## config.mk

```make
export PLATFORM = sky130hd
export DESIGN_NAME = keypad_emulator
export DESIGN_NICKNAME = d
export VERILOG_FILES = /design/src/rtl/keypad_emulator.sv
export SDC_FILE = /design/constraint.sdc
export NUM_CORES = 1
export LEC_CHECK = 0
export ABC_AREA = 1
export BUFFER_PORTS_ARGS = -buffer_cell sky130_fd_sc_hd__buf_2
export CAP_MARGIN = 20
export CORE_MARGIN = 2
export CORE_UTILIZATION = 44
export CTS_CLUSTER_DIAMETER = 60
export DETAILED_ROUTE_END_ITERATION = 8
export GPL_TIMING_DRIVEN = 0
export HOLD_SLACK_MARGIN = 0.1
export PLACE_DENSITY = 0.62
export SLEW_MARGIN = 10
export SYNTH_ARGS = -nofsm -noshare
export SYNTH_HDL_FRONTEND = slang
export SYNTH_SLANG_ARGS = --single-unit
```

## constraint.sdc

```tcl
create_clock -name clk -period 2.7 [get_ports clk]
set_input_delay 0.27 -clock clk [delete_from_list [all_inputs] [get_ports clk]]
set_output_delay 0.27 -clock clk [all_outputs]
set_load 0.005 [all_outputs]
```

## src/rtl/keypad_emulator.sv

```systemverilog
// keypad_emulator: queues key positions and plays each one into a 4x4 matrix
// keypad interface for a row scanner. Define KEYPAD_EMU_BOUNCE_EN for contact bounce.
module keypad_emulator #(
  parameter int HOLD_CYCLES   = 200,
  parameter int GAP_CYCLES    = 200,
  parameter int BOUNCE_CYCLES = 16
) (
  input  logic       clk,
  input  logic       reset,
  input  logic [3:0] rows,
  output logic [3:0] columns,
  input  logic [3:0] key_pos,
  input  logic       key_valid,
  output logic       key_ready,
  output logic       key_down,
  output logic       key_done,
  output logic [2:0] pending
);

  typedef enum logic [1:0] {
    IDLE  = 2'd0,
    PRESS = 2'd1,
    GAP   = 2'd2
  } state_t;

  localparam logic [15:0] HOLD_LOAD = 16'(HOLD_CYCLES - 1);
  localparam logic [15:0] GAP_LOAD  = 16'(GAP_CYCLES - 1);

  if (HOLD_CYCLES < 8 || GAP_CYCLES < 8 ||
      BOUNCE_CYCLES >= HOLD_CYCLES || BOUNCE_CYCLES >= GAP_CYCLES) begin : g_bad_params
    $error("keypad_emulator: illegal timing parameters");
  end

  state_t      state_r;
  state_t      state_s;
  logic [15:0] cnt_r;
  logic [15:0] cnt_s;
  logic [3:0]  fifo_mem_r [4];
  logic [1:0]  wr_ptr_r;
  logic [1:0]  rd_ptr_r;
  logic [2:0]  count_r;
  logic [3:0]  active_r;
  logic        key_down_r;
  logic        key_done_r;
  logic        push_s;
  logic        pop_s;
  logic        contact_s;

  assign key_ready = ~reset & (count_r != 3'd4);
  assign push_s    = key_valid & key_ready;
  assign key_down  = key_down_r;
  assign key_done  = key_done_r;
  assign pending   = count_r;

  // Next-state and down-counter logic for the IDLE/PRESS/GAP sequencer.
  always_comb begin
    state_s = state_r;
    cnt_s   = cnt_r;
    pop_s   = 1'b0;
    if (reset) begin
      state_s = IDLE;
      cnt_s   = 16'd0;
    end else begin
      case (state_r)
        IDLE: begin
          if (count_r != 3'd0) begin
            pop_s   = 1'b1;
            cnt_s   = HOLD_LOAD;
            state_s = PRESS;
          end else begin
            state_s = IDLE;
          end
        end
        PRESS: begin
          if (cnt_r == 16'd0) begin
            cnt_s   = GAP_LOAD;
            state_s = GAP;
          end else begin
            cnt_s = cnt_r - 16'd1;
          end
        end
        GAP: begin
          if (cnt_r == 16'd0) begin
            state_s = IDLE;
          end else begin
            cnt_s = cnt_r - 16'd1;
          end
        end
        default: begin
          state_s = IDLE;
          cnt_s   = 16'd0;
        end
      endcase
    end
  end

  // State, counter, queue pointers and registered status outputs.
  always_ff @(posedge clk) begin
    if (reset) begin
      state_r    <= IDLE;
      cnt_r      <= 16'd0;
      wr_ptr_r   <= 2'd0;
      rd_ptr_r   <= 2'd0;
      count_r    <= 3'd0;
      active_r   <= 4'd0;
      key_down_r <= 1'b0;
      key_done_r <= 1'b0;
    end else begin
      state_r    <= state_s;
      cnt_r      <= cnt_s;
      // key_done is registered one cycle early so it lands on the last PRESS cycle.
      key_down_r <= (state_s == PRESS);
      key_done_r <= (state_s == PRESS) && (cnt_s == 16'd0);
      if (push_s) begin
        wr_ptr_r <= wr_ptr_r + 2'd1;
      end
      if (pop_s) begin
        active_r <= fifo_mem_r[rd_ptr_r];
        rd_ptr_r <= rd_ptr_r + 2'd1;
      end
      case ({push_s, pop_s})
        2'b10:   count_r <= count_r + 3'd1;
        2'b01:   count_r <= count_r - 3'd1;
        default: count_r <= count_r;
      endcase
    end
  end

  // Queue storage; needs no reset since the pointers define what is valid.
  always_ff @(posedge clk) begin
    if (push_s) begin
      fifo_mem_r[wr_ptr_r] <= key_pos;
    end
  end

`ifdef KEYPAD_EMU_BOUNCE_EN
  localparam logic [15:0] BOUNCE_LIM = 16'(BOUNCE_CYCLES);
  logic [15:0] elapsed_s;

  // Contact chatters in 4-cycle slices at the start of both PRESS and GAP.
  always_comb begin
    elapsed_s = 16'd0;
    contact_s = 1'b0;
    case (state_r)
      PRESS: begin
        elapsed_s = HOLD_LOAD - cnt_r;
        contact_s = (elapsed_s >= BOUNCE_LIM) | ~elapsed_s[2];
      end
      GAP: begin
        elapsed_s = GAP_LOAD - cnt_r;
        contact_s = (elapsed_s < BOUNCE_LIM) & elapsed_s[2];
      end
      default: begin
        elapsed_s = 16'd0;
        contact_s = 1'b0;
      end
    endcase
  end
`else
  assign contact_s = (state_r == PRESS);
`endif

  // Column sense follows the scanned rows with no clock delay.
  always_comb begin
    columns = 4'b1111;
    if (contact_s && (rows[active_r[3:2]] == 1'b0)) begin
      columns[active_r[1:0]] = 1'b0;
    end else begin
      columns = 4'b1111;
    end
  end

endmodule

```

## After elaboration in Yosys (flattened, before gate mapping)

Memory sizes are Yosys's and may differ from the RTL's. A register that Yosys moved wholly into a read port is not among the register bits.
Cells that the tools add are included.
Widths: inputs -> output; s select.

| storage, ports and cells | value |
|---|---|
| input port bits | 11 |
| memories | 1 |
| register bits after elaboration | 27 |
| RAM bits | 16 |

| operators by class | value |
|---|---|
| bitwise logic cells | 5 |
| equal/unequal tests | 6 |
| multiplexer cells | 21 |
| add/subtract/negate cells | 5 |
| order comparisons | 3 |
| reduce and logical (&&, ||, !) cells | 8 |

Memory list:

| memory | depth | width | rd ports | clocked after memory_dff | wr ports | line | source |
|---|---|---|---|---|---|---|---|
| fifo_mem_r | 4 | 4 | 1 | 1 | 1 | 38 | `logic [3:0] fifo_mem_r [4];` |

Operators with widths:

| cell | number |
|---|---|
| $mux 16 | 4 |
| $pmux 16 s3 | 1 |
| $logic_not 16->1 | 2 |
| $sub 16x1->16 const B | 1 |
| $mux 1 | 8 |
| $eq 2x1->1 const B | 3 |
| $lt 2x3->1 const B | 2 |
| $mux 2 | 3 |
| $pmux 2 s3 | 1 |
| $pmux 3 s2 | 1 |
| $add 2x1->2 const B | 2 |
| $eq 2x2->1 const B | 2 |
| $mux 4 | 1 |
| $not 4->4 | 1 |
| $add 3x1->3 const B | 1 |
| $logic_and 1x1->1 | 3 |
| $ne 3x3->1 const B | 1 |
| $reduce_bool 3->1 | 1 |
| $sub 3x1->3 const B | 1 |
| $and 1x1->1 | 2 |
| $bmux 1 s2 | 1 |
| $demux 1 s2 | 1 |
| $ge 2x1->1 const B | 1 |
| $logic_not 2->1 | 1 |
| other kinds (2) | 3 |

## Logic depth before layout (Yosys ltp)

Gate-level depths: netlist of the first run.

| logic depth | value |
|---|---|
| word-level depth | 6 |
| depth in mapped cells | 14 |
| depth with buffers taken out | 14 |

## Worst setup path after synthesis of the first run

Ideal clock, no wire load.

| path | value |
|---|---|
| path kind | register to register |
| start point | reg cnt_r[0] |
| end point | reg key_done_r (netlist: key_done) |
| required time | 2.636 ns |
| cell stages (with the launch flop) | 15 |
| setup time | 0.064 ns |
| slack | 0.742 ns |
| arrival | 1.894 ns |
| clock period less this slack | 1.958 ns |
| cell sequence | dfxtp_1 -> inv_2 -> ha_1 -> nand2_4 -> nor2_4 -> nand3_4 -> buf_6 -> ha_1 -> nand2_1 -> o21ai_1 -> a21oi_1 -> a21oi_1 -> nor2b_1 -> nand4_1 -> nor2_1 |

| between the ends | value |
|---|---|
| cells in the longest elaborated chain, start to end | 6 |
| elaborated cells on any way between the ends | 14 |
| those cells by class | add/sub (1); eq/ne (1); mux (9); reduce/logical (3) |

Ends and longest elaborated chain:

| what | line | source |
|---|---|---|
| from (decl) | 36 | `logic [15:0] cnt_r;` |
| from (signal assigned) | 110 | `cnt_r <= cnt_s;` |
| $sub 16x1->16 / $logic_not 16->1 (equally long branches) | n/a |  |
| $mux 16 (tied with other cells) | 83 | `if (cnt_r == 16'd0) begin` |
| $pmux 16 s3 / $pmux 2 s3 (equally long branches) | 64 | `case (state_r)` |
| $mux 16 / $mux 2 (equally long branches) | 60 | `if (reset) begin` |
| $logic_not 16->1 / $eq 2x1->1 (equally long branches) | 113 | `key_done_r <= (state_s == PRESS) && (cnt_s == 16'd0);` |
| $logic_and 1x1->1 * | 113 |  |
| to (signal assigned) | 113 |  |
| to (decl) | 44 | `logic key_done_r;` |

Mark *: on every way between the ends. The rest lies on a longest branch, timed or not.
A chain may end at the register's enable or synchronous reset.

## Worst setup path after layout of the first run

| path | value |
|---|---|
| start point | reg count_r[1] (netlist: pending[1]) |
| end point | reg count_r[2] (netlist: pending[2]) |

| between the ends | value |
|---|---|
| cells in the longest elaborated chain, start to end | 6 |
| elaborated cells on any way between the ends | 13 |
| those cells by class | add/sub (2); eq/ne (3); mux (4); bitwise (2); reduce/logical (2) |

Ends and longest elaborated chain:

| what | line | source |
|---|---|---|
| from (decl) | 41 | `logic [2:0] count_r;` |
| from (signal assigned) | 122 | `2'b10: count_r <= count_r + 3'd1;` |
| from (signal assigned) | 123 | `2'b01: count_r <= count_r - 3'd1;` |
| from (signal assigned) | 124 | `default: count_r <= count_r;` |
| $reduce_bool 3->1 * | 66 | `if (count_r != 3'd0) begin` |
| $mux 1 * | 66 |  |
| $mux 1 * | 64 |  |
| $mux 1 * | 60 |  |
| named net pop_s | 46 | `logic pop_s;` |
| $eq 2x1->1 / $eq 2x2->1 (equally long branches) | 121 | `case ({push_s, pop_s})` |
| $pmux 3 s2 / $reduce_bool 2->1 (equally long branches) | n/a |  |

The timed path passes the listed nets; every way through them passes the cells marked *.

==> run metrics, run 1 <==
critical path fanouts, max=6; H-tree depth=2; row cnt=28; CTS tree=done; Post-Syn Area=2609 sq um; Ant. Diodes=0; Netlist cell types=32; core box area=5816 sq um; gr usage total=18.62%; number of synthesized flops with an enable pin=16; Final setup viols=0; fill cell count=612; Peak supply drop=0.4108 mV; Total Wirelength=5605 microns; HP Class=in -> reg; Clock Path Buffers=2; GPL Wtd Cong=0.8454; cts hold-fix bufs=0; Mean Syn Cell Area=7.247 sq um; final instance area=approximately 2900 sq um; fin crit period=around 2.3 ns; post-route ant nets=0; cells after synthesis=360; Fmax=440.3 MHz; clock buffer count from CTS=5; CP Capture Type=flip-flop; Vias per Instance=around 5; met2 wire length=about 2600 microns; Layout Area Growth over Synthesis=10.84%; vias in the first global route=2163; Post-synth ARST share=0%; CP arrival=2.46 ns; sequential share of the synthesized area=roughly 42%; Detailed Routing Iterations Pass 1=4; Setup TNS=0 ns; Post-DP Area=2798 sq um; share of post-route cells with drive strength above 1=roughly 15%; slew of the pin with the lowest slew margin=0.4393 ns; Hold Fails Final Rpt=0; largest net degree at the start of global routing=18; nets=405; Die ar.=6561 sq um; port bufs=19; clk sinks=between 40 and 50; via count=2321; DRC violations left=0; status=completed; hpwl dp=4372 microns; Slew Limit Fails=0; initial antenna violation count=0; Final period util=84.11%; Syn. warnings=0; clock latency on the worst-skew pair=approximately 0.30 ns; RSZ-0062 raised after global routing=no; Yosys reg bits=47; met3 WL=267 microns; PwrDens=around 1100 nW/um^2; max-cap viol count=0; Leakage=1.383 nW; Die Width=81 microns; Worst Skew=~0.0066 ns; global-route wire length before repair=9597 microns; category of the most critical setup path=reg -> reg; Starting DRT DRC Count=159; I/O pin total=21; Die H=81 microns; Critical Path RT=2.89 ns; Max Used Layer=met4; Root Driver=clkbuf_8; post_cts resized=0; WL/cell=12.13 microns; Clk pin slew, worst setup/hold paths=0.10 ns; Slew HR=70.71%; most frequent cells in the layout=nand2_1, nor2_1, inv_1; met1 WL=2627 microns; Top FF cell, synth=dfxtp_1; Syn Nets=379; total setup buffers inserted after CTS=0; Critical Path Start Type=flip-flop; most common cell after layout, fill and taps aside=nand2_1; grt ovf=0; initial core utilization=roughly 45%
[worst max-delay path: stages, from the launching register on]
cell and delay (ns):
dfxtp_1 0.39, nor2_1 0.07, nand2_1 0.17, nand2_1 0.16, nor2_2 0.27, ha_1 0.20
inv_1 0.06, fa_1 0.37, a21oi_1 0.14, o21ai_0 0.11, o21ai_0 0.16, a21oi_1 0.06
[layer usage]
layer  vias to the layer above  track usage (%)
met5                         -                0
met4                         0            5.932
met1                      1061            24.48
met2                        53            30.83
li1                       1198                -
met3                         9            3.667
[sequential cells by signal (all words and copies together) (netlist names)]
signal / count
fifo_mem_r: 16
pending: 3
state_r: 2
rd_ptr_r: 2
key_done: 1
wr_ptr_r: 2
active_r: 4
cnt_r: 16
key_down: 1
[final cells by class]
| class | instances | area (sq um) | area share [%] |
|---|---|---|---|
| clock inverters | 3 | 25.02 | 0.8654 |
| plain buffers | 4 | 22.52 | 0.7789 |
| flip-flops and latches | 47 | 1101 | 38.08 |
| well taps | 75 | 93.84 | 3.245 |
| multi-input cells | 248 | 1256 | 43.44 |
| repair buffers | 19 | 95.09 | 3.289 |
| clock buffers | 5 | 68.82 | 2.380 |
| inverters | 61 | 229.0 | 7.919 |
[cell families after synthesis]
kind of cell,after synthesis,synth area share [%]
AO/OA/AOI/OAI,54,11.32
XOR/XNOR,2,0.6716
adder cells (fa/ha/maj),8,4.125
buffers and inverters,65,9.640
flip-flops,47,42.21
AND/OR/NAND/NOR,184,32.04
[power breakdown]
| group | internal, W | switching (W) | total, W |
|---|---|---|---|
| Combinational | 0.000557 | 0.00113 | 0.00169 |
| Clock | 0.000189 | 0.000251 | 0.000440 |
| Sequential | 0.000875 | 0.000135 | 0.00101 |
| Total | 0.00162 | 0.00152 | 0.00314 |
[metrics by stage]
stage,utilization [%],hold WS (ns),power (W),instances,setup slack (ns)
floorplan,-,0.3689,0.002310,360,0.7424
global placement,48.11,0.4908,0.002675,454,0.4342
detailed placement,48.11,0.4954,0.002696,454,0.4153
CTS,49.72,0.1754,0.003143,462,0.4023
global route,49.72,0.1757,0.003428,462,0.1582
finish,49.72,0.1793,0.003137,462,0.4291
[path summary, 6_finish.rpt]
path | startpoint | end | depth (start not counted) | slack [ns]
min | key_pos[2] | fifo_mem_r[2][2] | 1 | 0.18
max reg2reg | pending[1] | pending[2] | 11 | 0.43
min reg2reg | pending[2] | pending[2] | 2 | 0.51
max | pending[1] | pending[2] | 11 | 0.43
[synthesized netlist by cell type (2+ instances only)]
cell type	instances	share of area, %
a21oi_1	18	3.5
a31oi_1	5	1.2
clkbuf_1	2	0.29
dfxtp_1	31	24
edfxtp_1	16	18
ha_1	7	3.4
inv_1	49	7.1
inv_2	12	1.7
nand2_1	77	11
nand2_2	3	0.72
nand2_4	3	1.3
nand3_1	28	5.4
nand3_2	2	0.77
nand4_1	3	0.72
nor2_1	56	8.1
nor2_2	5	1.2
nor2_4	4	1.7
o2111ai_1	2	0.67
o21ai_0	23	4.4
o21ai_1	2	0.38
No activity file was read; power rests on OpenSTA's default activity.
==> run 2, diff against run 1 <==
PLACE_DENSITY = 0.64   (was 0.62)
clock period = 1.9 ns   (was 2.7 ns; I/O delays follow)
==> run 2 against run 1 <==
Effect of this change:
- the flow now finishes with violations (setup timing)
- count of clock-buffer cells in the layout stayed put
- maximum frequency up 12%
- core utilization is 4.6 points higher
- critical path type unchanged
- largest power group unchanged
==> run metrics, run 2 (same netlist as run 1, synthesis figures left out) <==
Die Width=81 microns (unchanged); Vias per Instance=4.973 (-1.0%); vias in the first global route=2206 (+2.0%); Die ar.=6561 sq um (unchanged); GPL Wtd Cong=0.9046 (+7.0%); Root Driver=clkbuf_8; Clock Path Buffers=2 (unchanged); share of post-route cells with drive strength above 1=25.49% (+10 points); Detailed Routing Iterations Pass 1=7 (+3); Peak supply drop=0.7042 mV (+71%); port bufs=19 (unchanged); global-route wire length before repair=9915 microns (+3.3%); largest net degree at the start of global routing=18 (unchanged); row cnt=28 (unchanged); Net Switching=0.002405 W (+59%); hold path cells=1 (unchanged); nets=426 (+5.2%); most used routing layer=met2; I/O pin total=21 (unchanged); Final period util=106.4% (+22 points); GRT met2 Usage=33.22% (+2.4 points); CP Capture Type=flip-flop; PwrDens=1614 nW/um^2 (+49%); CTS tree=done; grt ovf=0 (unchanged); R2R Setup Slk=-0.12 ns (-0.55 ns); top flop regs=cnt_r (16), fifo_mem_r (16), active_r (4); HP Class=in -> reg; critical path fanouts, max=3 (-3); Slew Limit Fails=0 (unchanged); M1 GR Usage=24.81% (+0.33 points); Starting DRT DRC Count=266 (+67%); Critical Path RT=2.14 ns (-0.75 ns); slew of the pin with the lowest slew margin=0.4552 ns (+0.01584 ns); DP Cell Count=454 (unchanged); Layout Area Growth over Synthesis=21.20%; clk sinks=47 (unchanged); Hold Slack=0.1110 ns (-0.06833 ns); hpwl dp=4309 microns (-1.4%); Leakage=1.500 nW (+8.5%); H-tree depth=2 (unchanged); RSZ-0062 raised after global routing=yes; core box area=5816 sq um (unchanged); fill cell count=545 (-11%); Final setup viols=1 (+1); Internal Power=0.002698 W (+66%); Hold Fails Final Rpt=0 (unchanged); Worst Skew=0.008799 ns (+0.002199 ns); DRC violations left=0 (unchanged); slowest stage cell, crit path=dfxtp_2; fin crit period=2.021 ns (-0.2501 ns); final instance area=3162 sq um (+9.3%); Fmax=494.8 MHz (+12%); grt met3 use=3.778% (+0.11 points); Final Non-Filler Cells=483 (+4.5%); Worst R2R Start=cnt_r[0]; via count=2402 (+3.5%); most frequent cells in the layout=nand2_1, nor2_1, inv_1; critical path cell sequence=inv_2 -> ha_4 -> nand2_4 -> nor2_4 -> nand3_4 -> buf_8 -> ha_4 -> nand2_2 -> o21ai_1 -> a21oi_1 -> a21oi_2 -> nor2b_1 -> nand4_1 -> nor2_1; setup ws final=-0.1209 ns (-0.5499 ns); post-route ant nets=0 (unchanged); Overall Power=0.005103 W (+63%); hold worst-path end=fifo_mem_r[2][0]; initial core utilization=44.86% (unchanged); RR Endpoint=key_done; Register-to-Register Path Depth=14 (+3); max-cap viol count=0 (unchanged); clock buffer count from CTS=5 (unchanged); Die H=81 microns (unchanged); category of the most critical setup path=reg -> reg; failing checks=setup timing; Gate power share=58.5% (+4.7 points); Ant. Diodes=0 (unchanged); Hold Crit Start=key_pos[0]; gr usage total=19.54% (+0.93 points); WL/cell=12.58 microns (+3.7%); Total Wirelength=6077 microns (+8.4%); Reg power frac=28.5% (-3.7 points); CP arrival=2.26 ns (-0.20 ns); Slew HR=69.66% (-1.1 points); Place WS=-0.2818 ns (-0.6971 ns); Clk pin slew, worst setup/hold paths=0.10 ns (about the same); Sw Share=47.13% (-1.2 points); status=complete, but fails checks; clock latency on the worst-skew pair=0.31 ns (about the same); Post-DP Area=2818 sq um (+0.72%); Critical Path Start Type=flip-flop; Top cell by count, worst path=ha_4; most common cell after layout, fill and taps aside=nand2_1; Critical Path Max Stage Delay=0.33 ns (-0.06 ns); initial antenna violation count=0 (unchanged); Clk network pwr share=13.0% (-1.0 points)
-- run 2: layer usage --
layer | part of all wire, % | up-vias
met5 | 0 | -
met4 | 1.4 | 0
met3 | 5.9 | 10
met2 | 49 | 62
met1 | 44 | 1084
li1 | - | 1246
-- run 2: critical path, delay by kind of cell, from the launching register on --
| kind | cells | cell delay, ns |
|---|---|---|
| buf+inv | 2 | 0.22 |
| simple gates | 7 | 0.74 |
| flops | 1 | 0.33 |
| fa+ha+maj | 2 | 0.37 |
| compound gates | 3 | 0.28 |
-- run 2: metrics by stage --
| step | TNS, ns | utilization [%] |
|---|---|---|
| after global placement | -0.5531 | 48.45 |
| after floorplan | 0 | - |
| after CTS | -0.05414 | 52.75 |
| after detailed placement | -0.6435 | 48.45 |
| after global routing | -0.2223 | 54.37 |
| final | -0.1209 | 54.37 |
-- run 2: area by class of cell --
cell class | instances | area [sq um] | area share (%)
tap | 75 | 93.84 | 2.968
timing repair buffer | 40 | 260.3 | 8.231
multi-input combinational | 248 | 1341 | 42.42
sequential | 47 | 1115 | 35.26
clock buffer | 5 | 68.82 | 2.176
clock inverter | 3 | 27.53 | 0.8706
inverter | 61 | 229.0 | 7.242
buffer | 4 | 26.28 | 0.8310
-- run 2: how the worst max path moves through the flow --
stage | from | to | slack (ns) | cells after the start
after floorplan | pending[1] | pending[2] | 0.02 | 11
after global placement | cnt_r[0] | key_done | -0.24 | 14
after detailed placement | pending[1] | pending[2] | -0.28 | 11
after CTS | cnt_r[0] | key_done | -0.05 | 14
after global routing | cnt_r[7] | key_done | -0.22 | 13
final | cnt_r[0] | key_done | -0.12 | 14
-- run 2: power by group through the flow --
stage,Combinational (W),Clock (W),Sequential (W)
after CTS,0.00271,0.000671,0.00144
final,0.00298,0.000663,0.00146
after global routing,0.00332,0.000717,0.00148
after floorplan,0.00191,0,0.00141
after global placement,0.00239,0,0.00145
after detailed placement,0.00242,0,0.00145
-- run 2: what timing repair did --
item | 4_1_cts | 5_1_grt
hold buffers | 2 | 1
resized for setup | 18 | 13
cloned | 0 | 0
endpoints found under the setup margin | 3 | 3
pin swaps | 13 | 10
setup buffers | 12 | 6
endpoints found under the hold margin | 8 | 4
==> run 3, diff against run 2 <==
BUFFER_PORTS_ARGS = -buffer_cell sky130_fd_sc_hd__clkbuf_2   (was -buffer_cell sky130_fd_sc_hd__buf_2)
==> run 3 against run 2 <==
Effect of this change:
- the flow still finishes with violations (setup timing)
- count of clock-buffer cells in the layout is the same
- final cell count grew 0.83%
- first-iteration DRC count shrank 45%
- worst hold slack lost 0.0093 ns
- highest routed layer unchanged
- via count grew 1.7%
- combinational power grew 2%
- clock skew is essentially flat
- power grew 6.5%
- wire length grew 2.9%
- cell area grew 3.7%
- maximum frequency grew 1.7%
==> run metrics, run 3 (same netlist as run 1, synthesis figures left out) <==
status=complete, but fails checks; failing checks=setup timing; initial antenna violation count=0 (unchanged); max-cap viol count=0 (unchanged); critical path fanouts, max=3 (unchanged); Die Width=81 microns (unchanged); Total Wirelength=6253 microns (+2.9%); Critical Path RT=2.15 ns (about the same); Final Util=56.37% (+2.0 points); gr usage total=19.92% (+0.38 points); Final setup viols=1 (unchanged); multi-input combinational cell area=1378 sq um (+2.7%); CTS tree=done; Critical Path Start Type=flip-flop; most frequent cells in the layout=nand2_1, nor2_1, inv_1; Place WS=-0.2601 ns (+0.02168 ns); largest net degree at the start of global routing=17 (-1); top flop regs=cnt_r (16), fifo_mem_r (16), active_r (4); CP Capture Type=flip-flop; Slew Limit Fails=0 (unchanged); GPL Wtd Cong=0.8763 (-3.1%); CP arrival=2.23 ns (-0.03 ns); PwrDens=1658 nW/um^2 (+2.7%); Vias per Instance=5.016 (+0.87%); FF/Latch Area=1121 sq um (+0.56%); global-route wire length before repair=10010 microns (+0.97%); fill cell count=549 (+0.73%); Detailed Routing Iterations Pass 1=4 (-3); Top cell by count, worst path=ha_4; slowest stage cell, crit path=dfxtp_4; Die H=81 microns (unchanged); grt ovf=0 (unchanged); category of the most critical setup path=reg -> reg; setup ws final=-0.08725 ns (+0.03365 ns); Leakage=1.554 nW (+3.6%); DRC violations left=0 (unchanged); hpwl dp=4361 microns (+1.2%); Starting DRT DRC Count=146 (-45%); slew of the pin with the lowest slew margin=0.4310 ns (-0.02416 ns); Clock Path Buffers=2 (unchanged); critical path buffer and inverter count=2 (unchanged); post-route ant nets=0 (unchanged); Layout Area Growth over Synthesis=25.66%; Hold Fails Final Rpt=0 (unchanged); vias in the first global route=2241 (+1.6%); row cnt=28 (unchanged); share of post-route cells with drive strength above 1=28.16% (+2.7 points); Ant. Diodes=0 (unchanged); most common cell after layout, fill and taps aside=nand2_1; final instance area=3278 sq um (+3.7%); Clk pin slew, worst setup/hold paths=0.10 ns (about the same); I/O pin total=21 (unchanged); Die ar.=6561 sq um (unchanged); CP top delay family=simple AND/OR/NAND/NOR gates; port bufs=19 (unchanged); clock latency on the worst-skew pair=0.31 ns (about the same); WL/cell=12.84 microns (+2.1%); via count=2443 (+1.7%); fin crit period=1.987 ns (-0.03365 ns); Worst Skew=0.009071 ns (+0.0002721 ns); Critical Path Max Stage Delay=0.37 ns (+0.04 ns); Peak supply drop=0.6828 mV (-3.0%); clk sinks=47 (unchanged); core box area=5816 sq um (unchanged); critical path cell sequence=inv_4 -> ha_4 -> nand2_4 -> nor2_4 -> nand3_4 -> buf_8 -> ha_4 -> nand2_2 -> o21ai_1 -> a21oi_1 -> a21oi_2 -> nor2b_2 -> nand4_1 -> nor2_1; clock buffer count from CTS=5 (unchanged); Slew HR=71.27% (+1.6 points); Fmax=503.2 MHz (+1.7%); Root Driver=clkbuf_8; Post-DP Area=2818 sq um (unchanged); initial core utilization=44.86% (unchanged); HP Class=in -> reg; nets=430 (+0.94%); RSZ-0062 raised after global routing=yes; Final period util=104.6% (-1.8 points); H-tree depth=2 (unchanged)
-- run 3: changes by cell type in the layout (fill, tap and decap cells not counted), moves of 2 or more --
cell / previous run / this run
buf_2: 19 / 0
clkbuf_2: 0 / 19
buf_4: 18 / 23
nor2_4: 6 / 10
nand2_1: 73 / 70
nand2_2: 6 / 9
nor2_2: 8 / 5
bufinv_16: 0 / 2
dfxtp_4: 0 / 2
-- run 3: final cells by class --
class                   instances  area share [%]
multi-input cells             248           42.02
flip-flops and latches         47           34.20
repair buffers                 44           8.779
inverters                      61           7.061
well taps                      75           2.863
clock inverters                 3           2.176
clock buffers                   5           2.099
plain buffers                   4          0.8015
-- run 3: what timing repair did --
action                                 CTS  global route
setup endpoints to repair                3             4
pin swaps                               13            15
gates resized for setup                 17            28
buffers inserted                        17             7
hold buffers                             1             1
endpoints found under the hold margin    4             1
gates cloned                             0             0
-- run 3: layer usage --
layer  vias to the layer above  part of all wire (%)  GRT usage [%]
met4                         0                  0.99          6.102
met1                      1122                    45          24.72
li1                       1250                     -              -
met5                         -                     0              0
met2                        64                    50          34.79
met3                         7                   4.4          4.000
-- run 3: path summary, 6_finish.rpt --
kind | startpoint | endpoint | slack, ns | cells past startpoint
setup reg to reg | cnt_r[0] | key_done | -0.09 | 14
hold reg to reg | pending[2] | pending[2] | 0.52 | 2
hold / removal | key_pos[2] | fifo_mem_r[3][2] | 0.10 | 1
setup / recovery | cnt_r[0] | key_done | -0.09 | 14
-- run 3: stage by stage --
step | instances | TNS [ns] | hold WS, ns | total power [W]
finish | 487 | -0.08725 | 0.1017 | 0.005435
global route | 487 | -0.2089 | 0.1005 | 0.005863
CTS | 480 | -0.06354 | 0.1006 | 0.005140
detailed placement | 454 | -0.6170 | 0.4157 | 0.003881
global placement | 454 | -0.5638 | 0.4118 | 0.003840
floorplan | 360 | 0 | 0.2889 | 0.003318
-- run 3: power by group --
part	internal [W]	switching (W)
Clock	0.000534	0.000380
Sequential	0.00126	0.000215
Combinational	0.00122	0.00183
